==> src/rtl/rnd_sat_arb.sv <==
// Round-robin arbiter sharing one rounding/saturating shifter among NumReq requesters,
// with per-requester config and a 2-entry result FIFO.
package math_pkg;
    typedef enum logic [1:0] {
        DIRECT_DOWN  = 2'd0,
        DIRECT_UP    = 2'd1,
        NEAREST_UP   = 2'd2,
        NEAREST_EVEN = 2'd3
    } round_mode_e;
endpackage

module rnd_sat
    import math_pkg::*;
#(
    parameter int InDw    = 16,
    parameter int OutDw   = 8,
    parameter int ShiftDw = 3
) (
    input  logic [InDw-1:0]    data_i,
    input  logic               tc_i,
    input  logic               sat_i,
    input  round_mode_e        round_i,
    input  logic [ShiftDw-1:0] shift_i,
    output logic [OutDw-1:0]   data_o
);
    // Two guard bits keep the rounding increment of a full-scale unsigned input from overflowing.
    localparam int W = InDw + 2;
    localparam logic signed [W-1:0] MaxS = W'((1 << (OutDw - 1)) - 1);
    localparam logic signed [W-1:0] MinS = -MaxS - W'(1);
    localparam logic signed [W-1:0] MaxU = W'((1 << OutDw) - 1);

    logic signed [W-1:0] ext, quo, rnd;
    logic        [W-1:0] mask, rem, half;
    logic                inc;

    always_comb begin
        ext  = tc_i ? {{2{data_i[InDw-1]}}, data_i} : {2'b00, data_i};
        quo  = ext >>> shift_i;
        mask = (W'(1) << shift_i) - W'(1);
        rem  = ext & mask;
        half = (shift_i == '0) ? '0 : (W'(1) << (shift_i - ShiftDw'(1)));
        inc  = 1'b0;
        case (round_i)
            DIRECT_DOWN:  inc = 1'b0;
            DIRECT_UP:    inc = (rem != '0);
            NEAREST_UP:   inc = (shift_i != '0) && (rem >= half);
            NEAREST_EVEN: inc = (shift_i != '0) && ((rem > half) || ((rem == half) && quo[0]));
            default:      inc = 1'b0;
        endcase
        rnd = quo + $signed({{(W-1){1'b0}}, inc});
        data_o = rnd[OutDw-1:0];
        if (sat_i) begin
            if (tc_i) begin
                if (rnd > MaxS)      data_o = MaxS[OutDw-1:0];
                else if (rnd < MinS) data_o = MinS[OutDw-1:0];
            end else if (rnd > MaxU) begin
                data_o = '1;
            end
        end
    end
endmodule

module rnd_sat_arb
    import math_pkg::*;
#(
    parameter int NumReq  = 4,
    parameter int InDw    = 16,
    parameter int OutDw   = 8,
    parameter int ShiftDw = 3,
    localparam int IdxW   = $clog2(NumReq)
) (
    input  logic                   clk_i,
    input  logic                   rst_i,
    input  logic                   cfg_we_i,
    input  logic [IdxW-1:0]        cfg_idx_i,
    input  logic                   cfg_tc_i,
    input  logic                   cfg_sat_i,
    input  round_mode_e            cfg_round_i,
    input  logic [ShiftDw-1:0]     cfg_shift_i,
    input  logic [NumReq-1:0]      req_valid_i,
    input  logic [NumReq*InDw-1:0] req_data_i,
    output logic [NumReq-1:0]      req_ready_o,
    output logic                   rsp_valid_o,
    input  logic                   rsp_ready_i,
    output logic [OutDw-1:0]       rsp_data_o,
    output logic [IdxW-1:0]        rsp_id_o
);
    logic [NumReq-1:0]  tc_q, sat_q;
    round_mode_e        round_q [NumReq];
    logic [ShiftDw-1:0] shift_q [NumReq];

    logic [IdxW-1:0]  ptr_q, ptr_d, sel;
    logic [IdxW:0]    cand;
    logic             found, grant, pop;
    logic [1:0]       cnt_q, cnt_d;
    logic [OutDw-1:0] head_data_q, head_data_d, tail_data_q, tail_data_d, res;
    logic [IdxW-1:0]  head_id_q, head_id_d, tail_id_q, tail_id_d;

    always_ff @(posedge clk_i or posedge rst_i) begin
        if (rst_i) begin
            tc_q  <= '0;
            sat_q <= '1;
            for (int k = 0; k < NumReq; k++) begin
                round_q[k] <= DIRECT_DOWN;
                shift_q[k] <= '0;
            end
        end else if (cfg_we_i) begin
            tc_q[cfg_idx_i]    <= cfg_tc_i;
            sat_q[cfg_idx_i]   <= cfg_sat_i;
            round_q[cfg_idx_i] <= cfg_round_i;
            shift_q[cfg_idx_i] <= cfg_shift_i;
        end
    end

    // First valid requester at or after the pointer, wrapping modulo NumReq.
    always_comb begin
        found = 1'b0;
        sel   = '0;
        cand  = '0;
        for (int i = 0; i < NumReq; i++) begin
            cand = {1'b0, ptr_q} + (IdxW+1)'(i);
            if (cand >= (IdxW+1)'(NumReq)) cand = cand - (IdxW+1)'(NumReq);
            if (!found && req_valid_i[cand[IdxW-1:0]]) begin
                found = 1'b1;
                sel   = cand[IdxW-1:0];
            end
        end
    end

    assign grant       = found && (cnt_q != 2'd2) && !rst_i;
    assign req_ready_o = grant ? (NumReq'(1) << sel) : '0;
    assign ptr_d       = !grant ? ptr_q : (sel == IdxW'(NumReq - 1)) ? '0 : sel + IdxW'(1);

    rnd_sat #(.InDw(InDw), .OutDw(OutDw), .ShiftDw(ShiftDw)) u_rnd_sat (
        .data_i  (req_data_i[sel*InDw +: InDw]),
        .tc_i    (tc_q[sel]),
        .sat_i   (sat_q[sel]),
        .round_i (round_q[sel]),
        .shift_i (shift_q[sel]),
        .data_o  (res)
    );

    assign pop = (cnt_q != 2'd0) && rsp_ready_i;

    always_comb begin
        cnt_d       = cnt_q;
        head_data_d = head_data_q;
        head_id_d   = head_id_q;
        tail_data_d = tail_data_q;
        tail_id_d   = tail_id_q;
        if (pop) begin
            head_data_d = tail_data_q;
            head_id_d   = tail_id_q;
            cnt_d       = cnt_q - 2'd1;
        end
        // After an optional pop, the new result lands in the first free slot.
        if (grant) begin
            if (cnt_d == 2'd0) begin
                head_data_d = res;
                head_id_d   = sel;
            end else begin
                tail_data_d = res;
                tail_id_d   = sel;
            end
            cnt_d = cnt_d + 2'd1;
        end
    end

    always_ff @(posedge clk_i or posedge rst_i) begin
        if (rst_i) begin
            ptr_q       <= '0;
            cnt_q       <= '0;
            head_data_q <= '0;
            head_id_q   <= '0;
            tail_data_q <= '0;
            tail_id_q   <= '0;
        end else begin
            ptr_q       <= ptr_d;
            cnt_q       <= cnt_d;
            head_data_q <= head_data_d;
            head_id_q   <= head_id_d;
            tail_data_q <= tail_data_d;
            tail_id_q   <= tail_id_d;
        end
    end

    assign rsp_valid_o = (cnt_q != 2'd0);
    assign rsp_data_o  = head_data_q;
    assign rsp_id_o    = head_id_q;
endmodule
==> config.mk <==
export PLATFORM = sky130hd
export DESIGN_NAME = rnd_sat_arb
export DESIGN_NICKNAME = d
export VERILOG_FILES = /design/src/rtl/rnd_sat_arb.sv
export SDC_FILE = /design/constraint.sdc
export NUM_CORES = 1
export LEC_CHECK = 0
export ABC_AREA = 1
export CAP_MARGIN = 20
export CELL_PAD_IN_SITES_DETAIL_PLACEMENT = 0
export CELL_PAD_IN_SITES_GLOBAL_PLACEMENT = 2
export CORE_MARGIN = 1.5
export CORE_UTILIZATION = 28
export DETAILED_ROUTE_END_ITERATION = 8
export GPL_ROUTABILITY_DRIVEN = 0
export PLACE_DENSITY_LB_ADDON = 0.3
export SYNTH_ARGS = -nofsm -noshare
export SYNTH_HDL_FRONTEND = slang
export SYNTH_SLANG_ARGS = --single-unit
==> constraint.sdc <==
create_clock -name clk_i -period 7.1 [get_ports clk_i]
set_input_delay 0.71 -clock clk_i [delete_from_list [all_inputs] [get_ports clk_i]]
set_output_delay 0.71 -clock clk_i [all_outputs]
set_load 0.03 [all_outputs]
### Word-level counts from Yosys, hierarchy flattened

Index checks and enable logic that the tools add are counted.

* flip-flop bits (word level): 52
* output and inout port bits: 15
* word-level logic and storage cells: 144

* add/subtract/negate cells: 13
* magnitude comparators: 19
* equal/unequal tests: 6
* shifts and indexed selects: 5
* multiplexer cells: 58
* bitwise gates (word level): 4
* reduce and logical (&&, ||, !) cells: 23

Operators by type and width (count)
* two-way mux 8 bit: 8
* variable part select 64 x 7 -> 16 bit: 1
* two-way mux 18 bit: 2
* << shifter 1 x 3 -> 18 bit (first input constant): 2
* two-way mux 2 bit: 17
* adder 18 x 2 -> 18 bit: 1
* bitwise AND 18 bit: 1
* == test 18 bit: 1
* >= comparator 18 bit: 1
* greater-than comparator 18 bit: 1
* greater-than comparator 18 x 8 -> 1 bit (second input constant): 1
* greater-than comparator 18 x 9 -> 1 bit (second input constant): 1
* less-than comparator 18 x 8 -> 1 bit (second input constant): 1
* less-than comparator 2 x 3 -> 1 bit (second input constant): 6
* nonzero test 18 bit: 1
* >>> shifter 18 x 3 -> 18 bit: 1
* subtractor 18 x 2 -> 18 bit (second input constant): 1
* >= comparator 3 bit (second input constant): 5
* binary-select mux 1 bit (select 2 bit): 6
* bitwise mux 12 bit: 1
* logical AND 1 bit: 11
* two-way mux 1 bit: 11
* subtractor 2 x 1 -> 2 bit (second input constant): 5
* two-way mux 3 bit: 3
* other kinds (29): 39

### Logic depth before layout (Yosys ltp)

Gate-level depths: netlist (run 1).

* depth in word-level cells: 34
* mapped depth: 50
* mapped depth without buffers: 47

### Cells and area by module

From an unflattened synthesis (run 1), not the netlist that was laid out.

* cells, all modules: 1002
* area total of the unflattened synthesis: 6004.5 um2

Modules (own cells, without submodules)
* rnd_sat_arb: instances 1, cells each 535, area an instance 3550.9 um2, sequential area each 1306.3 um2
* rnd_sat: instances 1, cells each 467, area an instance 2453.6 um2, sequential area each 0.0 um2

### Least setup slack after synthesis (run 1)

Ideal clock, no wire load.

* path type: input to register
* start: input port req_valid_i[3]
* end: register tail_data_q[0]
* library setup time: 0.118 ns
* data arrival time: 5.339 ns
* required time: 6.982 ns
* path slack: 1.643 ns
* cell stages on the path: 46
* path through: inv_1 -> nand2_1 -> nand3_1 -> nand2_1 -> inv_2 -> nand2_1 -> nand2_2 -> nand3_2 -> buf_6 -> nand2_1 -> nand2_1 -> nand2_1 -> nand2_2 -> buf_2 -> nor2_1 -> inv_1 -> nor2_1 -> inv_1 -> (+10 left out) -> o211ai_1 -> a21oi_1 -> o31ai_1 -> ha_1 -> ha_1 -> nand2_2 -> nor3_2 -> nand2_1 -> nand2_1 -> nand3_1 -> nor2_1 -> nand3_1 -> nand2_2 -> nand2_1 -> nand3_4 -> nand2_2 -> nand3_1 -> nand2_1

* longest elaborated chain between the ends: 30
* elaborated cells between the ends (all ways): 69
* those cells by class: add/sub: 3; order compare: 5; eq/ne: 4; shift: 4; mux: 34; bitwise: 2; reduce/logical: 17

RTL lines
* start, declared: line 80 `input logic [NumReq-1:0] req_valid_i,`
* parallel branches: the longest is 30 deep, another holds binary-select mux 1 bit (select 2 bit)
* end signal, assigned: line 182 `tail_data_q <= tail_data_d;`
* end, declared: line 96 `logic [OutDw-1:0] head_data_q, head_data_d, tail_data_q, tail_data_d, res;`

Several ways; the timed one is not identified. The select of a mux whose other input is x is not followed.
A chain may end at the register's enable or synchronous reset.

### Final worst setup path (run 1)

* start: input port req_valid_i[1]
* end: register head_data_q[3], in the netlist rsp_data_o[3]

* longest elaborated chain between the ends: 32
* elaborated cells between the ends (all ways): 70
* those cells by class: add/sub: 3; order compare: 5; eq/ne: 4; shift: 4; mux: 36; bitwise: 2; reduce/logical: 16

RTL lines
* parallel branches: the longest is 31 deep, another holds binary-select mux 1 bit (select 2 bit)
* two-way mux 8 bit (*): line 157 `if (grant) begin`
* named net head_data_d[3]: line 96
* end signal, assigned: line 180 `head_data_q <= head_data_d;`
* end, declared: line 96

Mark *: on every way through the listed nets, which the timed path passes. The select of a mux whose other input is x is not followed.

==> results of run 1 <==
==> placed cells by master, fill, tap and decap left out, types with 2 or more instances in the layout <==
cell             count
a21oi_1             10
a31oi_1              3
a32oi_1              2
buf_4               18
buf_6                2
clkbuf_16            5
clkdlybuf4s50_1     95
clkinv_1             2
dfrtp_1             48
dfstp_2              4
ha_1                18
inv_1               94
inv_2               10
inv_6                2
mux2_2               4
nand2_1            388
nand2_2             26
nand3_1            154
nand3_2              5
nand3_4              3
nand4_1             49
nor2_1              57
nor2_2               5
nor2_4               4
nor4_1               2
o211ai_1             3
o21a_1               2
o21ai_0             42
o21ai_1              3
o21ai_2              2
or2_2                3
xor2_1               5
==> logic make-up after synthesis <==
group                      synth area share
xor gates and xnor gates            0.00741
DFF                                   0.221
AOI/OAI and AO/OA                    0.0743
and+or+nand+nor                       0.530
other                              0.000634
buffers and inverters                 0.119
muxes                               0.00762
adders and majority gates            0.0402
==> routing by layer <==
| metal | up-vias | track usage | share of wire |
|---|---|---|---|
| li1 | 3421 | - | - |
| met1 | 2991 | 0.269 | 0.49 |
| met2 | 115 | 0.310 | 0.46 |
| met3 | 15 | 0.0181 | 0.029 |
| met4 | 0 | 0.0396 | 0.014 |
| met5 | - | 0 | 0 |
==> metrics by stage <==
stage	setup slack (ns)	setup TNS, ns
2_1_floorplan	1.64	0
3_3_place_gp	0.485	0
3_5_place_dp	0.403	0
4_1_cts	0.712	0
5_1_grt	-0.00300	-0.00300
6_report	0.798	0
==> worst max-delay path: cells and delay by family <==
| family | cells | cell delay (ns) |
|---|---|---|
| simple gates | 25 | 2.60 |
| buf+inv | 8 | 1.16 |
| compound gates | 7 | 1.02 |
| fa+ha+maj | 4 | 0.99 |
==> final cells by class <==
class                           count  area (um^2)  area share
Tap cell                          270          338      0.0466
Inverter                          107          407      0.0561
Clock buffer                        6          129      0.0178
Timing Repair Buffer              115         1110       0.153
Multi-Input combinational cell    803         3920       0.541
Sequential cell                    52         1310       0.180
Clock inverter                      2         38.8     0.00535
==> sequential cells by signal, indices dropped and copies added (netlist names) <==
register     count
round_q          8
tail_data_q      8
tail_id_q        2
ptr_q            2
sat_q            4
cnt_q            2
tc_q             4
shift_q         12
rsp_data_o       8
rsp_id_o         2
==> worst paths after layout <==
check	to	from	slack, ns
worst max-delay path	rsp_data_o[3]	req_valid_i[1]	0.80
worst min-delay path	tail_data_q[2]	tail_data_q[2]	0.48
worst max register to register	rsp_data_o[3]	ptr_q[0]	0.97
worst min register to register	tail_data_q[2]	tail_data_q[2]	0.48
max in group asynchronous	shift_q[3]	rst_i	5.63
min in group asynchronous	cnt_q[0]	rst_i	0.64
==> flow_summary.ini, run 1 <==
[synthesis]
yosys-top-cells-area = nand2_1 25%, dfrtp_1 20%, nand3_1 13%
synth_edf_count = 0
synth.net_count = 1109
synthFlopType = dfrtp_1
yosysSeqAreaShare = 0.221
syn_avg_cell_area_um2 = 5.86
synth_top_area_frac = 0.246
ys_seq_elements = 52
synth_common_cells = 388 x nand2_1, 154 x nand3_1, 95 x inv_1, 57 x nor2_1, 49 x nand4_1
synth_area_um2 = 5910
async_flop_share = 1.00
syn_inst = 1009
synth_largest_area_cell = nand2_1
yosysWarnings = 0
synth_cell_types = 45
yosysMostFrequentCell = nand2_1

[timing]
holdWs_ns = 0.482
fin_worst_skew_ns = 0.00667
setup_viol = 0
finalHoldViolCount = 0
worst_pin_slew_ns = 0.667
fin_crit_ns = 6.30
post-route-period-util = 0.888
slew_violations = 0
relSlewSlack = 0.555
fmax_mhz = 159

[global_route]
grt_use_total = 0.189
grt_overflow = 0
grt_max_degree = 48
grt_antenna_before_repair = 0
grt_pass1_vias = 6253
grt_pass1_wl_um = 33200

[clock_network]
clock_sinks = 52
cts_tree = yes
clk_latency_ns = 0.30
hold_buffers = 0
cts_made_buffers = 5
cts_resized = 0
htreeDepth = 2
clk_path_buf_depth = 2
root_buffer = clkbuf_16
path_clk_slew_ns = 0.07
cts_setup_buffers = 0

[place]
postPlaceCellArea_um2 = 7060
dp_hpwl_um = 16100
numPlacedInstances = 1347
port_buffers = 95

[drt]
drc_errors = 0
vias = 6542
routedWlPerCell_um = 14.9
vias_per_cell = 4.83
antenna_left = 0
drtIter0Drc = 387
drt-total-wl_um = 20200
drtPass1Iterations = 5

[finish]
area_growth_pct = 22.5
final_cells = 1355
finalInstanceArea_um2 = 7250
final_core_util = 0.354
n_fill_cell = 2340
num_antenna_cells = 0
layout-drive-gt1-share = 0.0903
nets = 1184

[worst_setup_path]
end_kind = flop
slowest_delay_ns = 0.42
worst-setup-path-type = input port to flop
startpoint_type = input port
cp_slowest_cell = clkdlybuf4s50_1
worstPathMaxFanout = 22
cp.required_ns = 7.29
crit_top_cell = nand2_1
arrival_ns = 6.49
rr_worst_depth = 44

[die]
start_util = 0.289
rows = 52
die_height_um = 148
pin_count = 96
die-area_um2 = 22000
die_x_um = 148
coreArea_um2 = 20500

[worst_hold_path]
hp-class = flop to flop
min_path_cells = 2

[job]
drv_cap = 0

[status]
status = completed
Power of run 1 is left out: the tool's default activity adds up to more than one toggle a clock period on the data nets, which glitch-free logic cannot reach.
==> inputs of run 2 (changes only) <==
--- a/config.mk
+++ b/config.mk
@@ -9,6 +9,7 @@
 export CAP_MARGIN = 20
 export CELL_PAD_IN_SITES_DETAIL_PLACEMENT = 0
 export CELL_PAD_IN_SITES_GLOBAL_PLACEMENT = 2
+export CORE_ASPECT_RATIO = 0.9
 export CORE_MARGIN = 1.5
 export CORE_UTILIZATION = 28
 export DETAILED_ROUTE_END_ITERATION = 8
==> run 2 against run 1 <==
Register-to-register slack better by 0.06 ns. Critical path depth is 1 lower. Cell count is 1.1% higher. Largest cell class unchanged.
==> flow_summary.ini, run 2 (same netlist as run 1, synthesis figures left out) <==
[status]
status = completed

[global_route]
grt_busiest_layer = met2
grt_antenna_before_repair = 0
globalRouteMet1Util = 0.264
grt_overflow = 0
grt_use_total = 0.183
grt_pass1_wl_um = 32400
met2_usage = 0.302
grt_max_degree = 50
use_met3 = 0.0154
grt_pass1_vias = 6138

[worst_hold_path]
hp-start = tail_data_q[4]
hp-class = flop to flop

[worst_setup_path]
startpoint_type = input port
crit_buf_inv = 8
r2r-start = ptr_q[0]
worst-setup-path-type = input port to flop
cp_slowest_cell = clkdlybuf4s50_1
cp.depth = 43
worstPathMaxFanout = 18
critPathLaunch = req_valid_i[1]
rr_worst_depth = 43
slowest_delay_ns = 0.42
rr_endpoint = tail_data_q[3]
cp.required_ns = 7.34
endpoint = tail_data_q[3]
arrival_ns = 6.53
r2r_slack_ns = 1.03
crit_top_cell = nand2_1
cpLargestDelayFamily = simple AND/OR/NAND/NOR gates
end_kind = flop

[timing]
relSlewSlack = 0.574
fin_ws_ns = 0.813
fmax_mhz = 159
setup_tns_ns = 0
worst_pin_slew_ns = 0.640
setup_viol = 0
post-route-period-util = 0.886
fin_crit_ns = 6.29
rsz0062_at_grt = false
slew_violations = 0
finalHoldViolCount = 0
fin_worst_skew_ns = 0.00831

[die]
start_util = 0.285
coreArea_um2 = 20800
pin_count = 96
die_height_um = 141
die-area_um2 = 22000
rows = 50
die_x_um = 156

[drt]
vias_per_cell = 4.71
drtIter0Drc = 307
drtPass1Iterations = 4
drc_errors = 0
drt-total-wl_um = 19700
routedWlPerCell_um = 14.4
antenna_left = 0
vias = 6451

[place]
post-place-ws_ns = 0.403
port_buffers = 95
dp_hpwl_um = 15700
postPlaceCellArea_um2 = 7070

[clock_network]
root_buffer = clkbuf_16
cts_made_buffers = 5
clk_latency_ns = 0.30
hold_buffers = 0
htreeDepth = 2
clk_path_buf_depth = 2
cts_tree = yes
clock_sinks = 52
cts_setup_buffers = 0
path_clk_slew_ns = 0.07

[finish]
area_growth_pct = 22.3
regMostFlops = shift_q
num_antenna_cells = 0
layout_commonest_cell = nand2_1
finalInstanceArea_um2 = 7230
seqCellArea_um2 = 1310
multi_input_area_um2 = 3910
layout_common_cells = 388 x nand2_1, 154 x nand3_1, 95 x clkdlybuf4s50_1
n_fill_cell = 2416
largest_reg_flops = 12
nets = 1183
layout-drive-gt1-share = 0.0895

[job]
drv_cap = 0
## run 2: cell type report
type / instances / share of cell area
clock buffer: 6 / 0.0192
clock inverter: 2 / 0.00190
inverter: 107 / 0.0562
multi-input combinational: 803 / 0.541
sequential: 52 / 0.181
tap: 286 / 0.0495
timing repair buffer: 114 / 0.152
## run 2: worst min path at each step
stage	to	cells after the start
final	tail_data_q[4]	2
after global routing	round_q[6]	2
after floorplan	tail_data_q[3]	2
after CTS	round_q[6]	2
after detailed placement	round_q[6]	2
after global placement	round_q[6]	2
## run 2: repair_timing
action	CTS	global route
hold endpoints to repair	0	0
setup endpoints to repair	0	9
gates resized for setup	0	2
## run 2: tightest hold or removal path, stage by stage, from the launching register on
cell and delay [ns]:
dfrtp_1 0.34, nand2_1 0.05, nand2_1 0.06
## run 2: through the flow
stage                     std cells   util  hold WS [ns]
final                          1370  0.348         0.485
after global routing           1370  0.348         0.498
after CTS                      1370  0.348         0.485
after detailed placement       1362  0.340         0.469
after global placement         1362  0.340         0.464
after floorplan                1009      -         0.445
## run 2: per-layer routing
metal | wire (um) | share of wire
met1 | 10100 | 0.51
met2 | 9040 | 0.46
met3 | 429 | 0.022
met4 | 166 | 0.0084
met5 | 0 | 0
Power of run 2 is left out for the same reason.
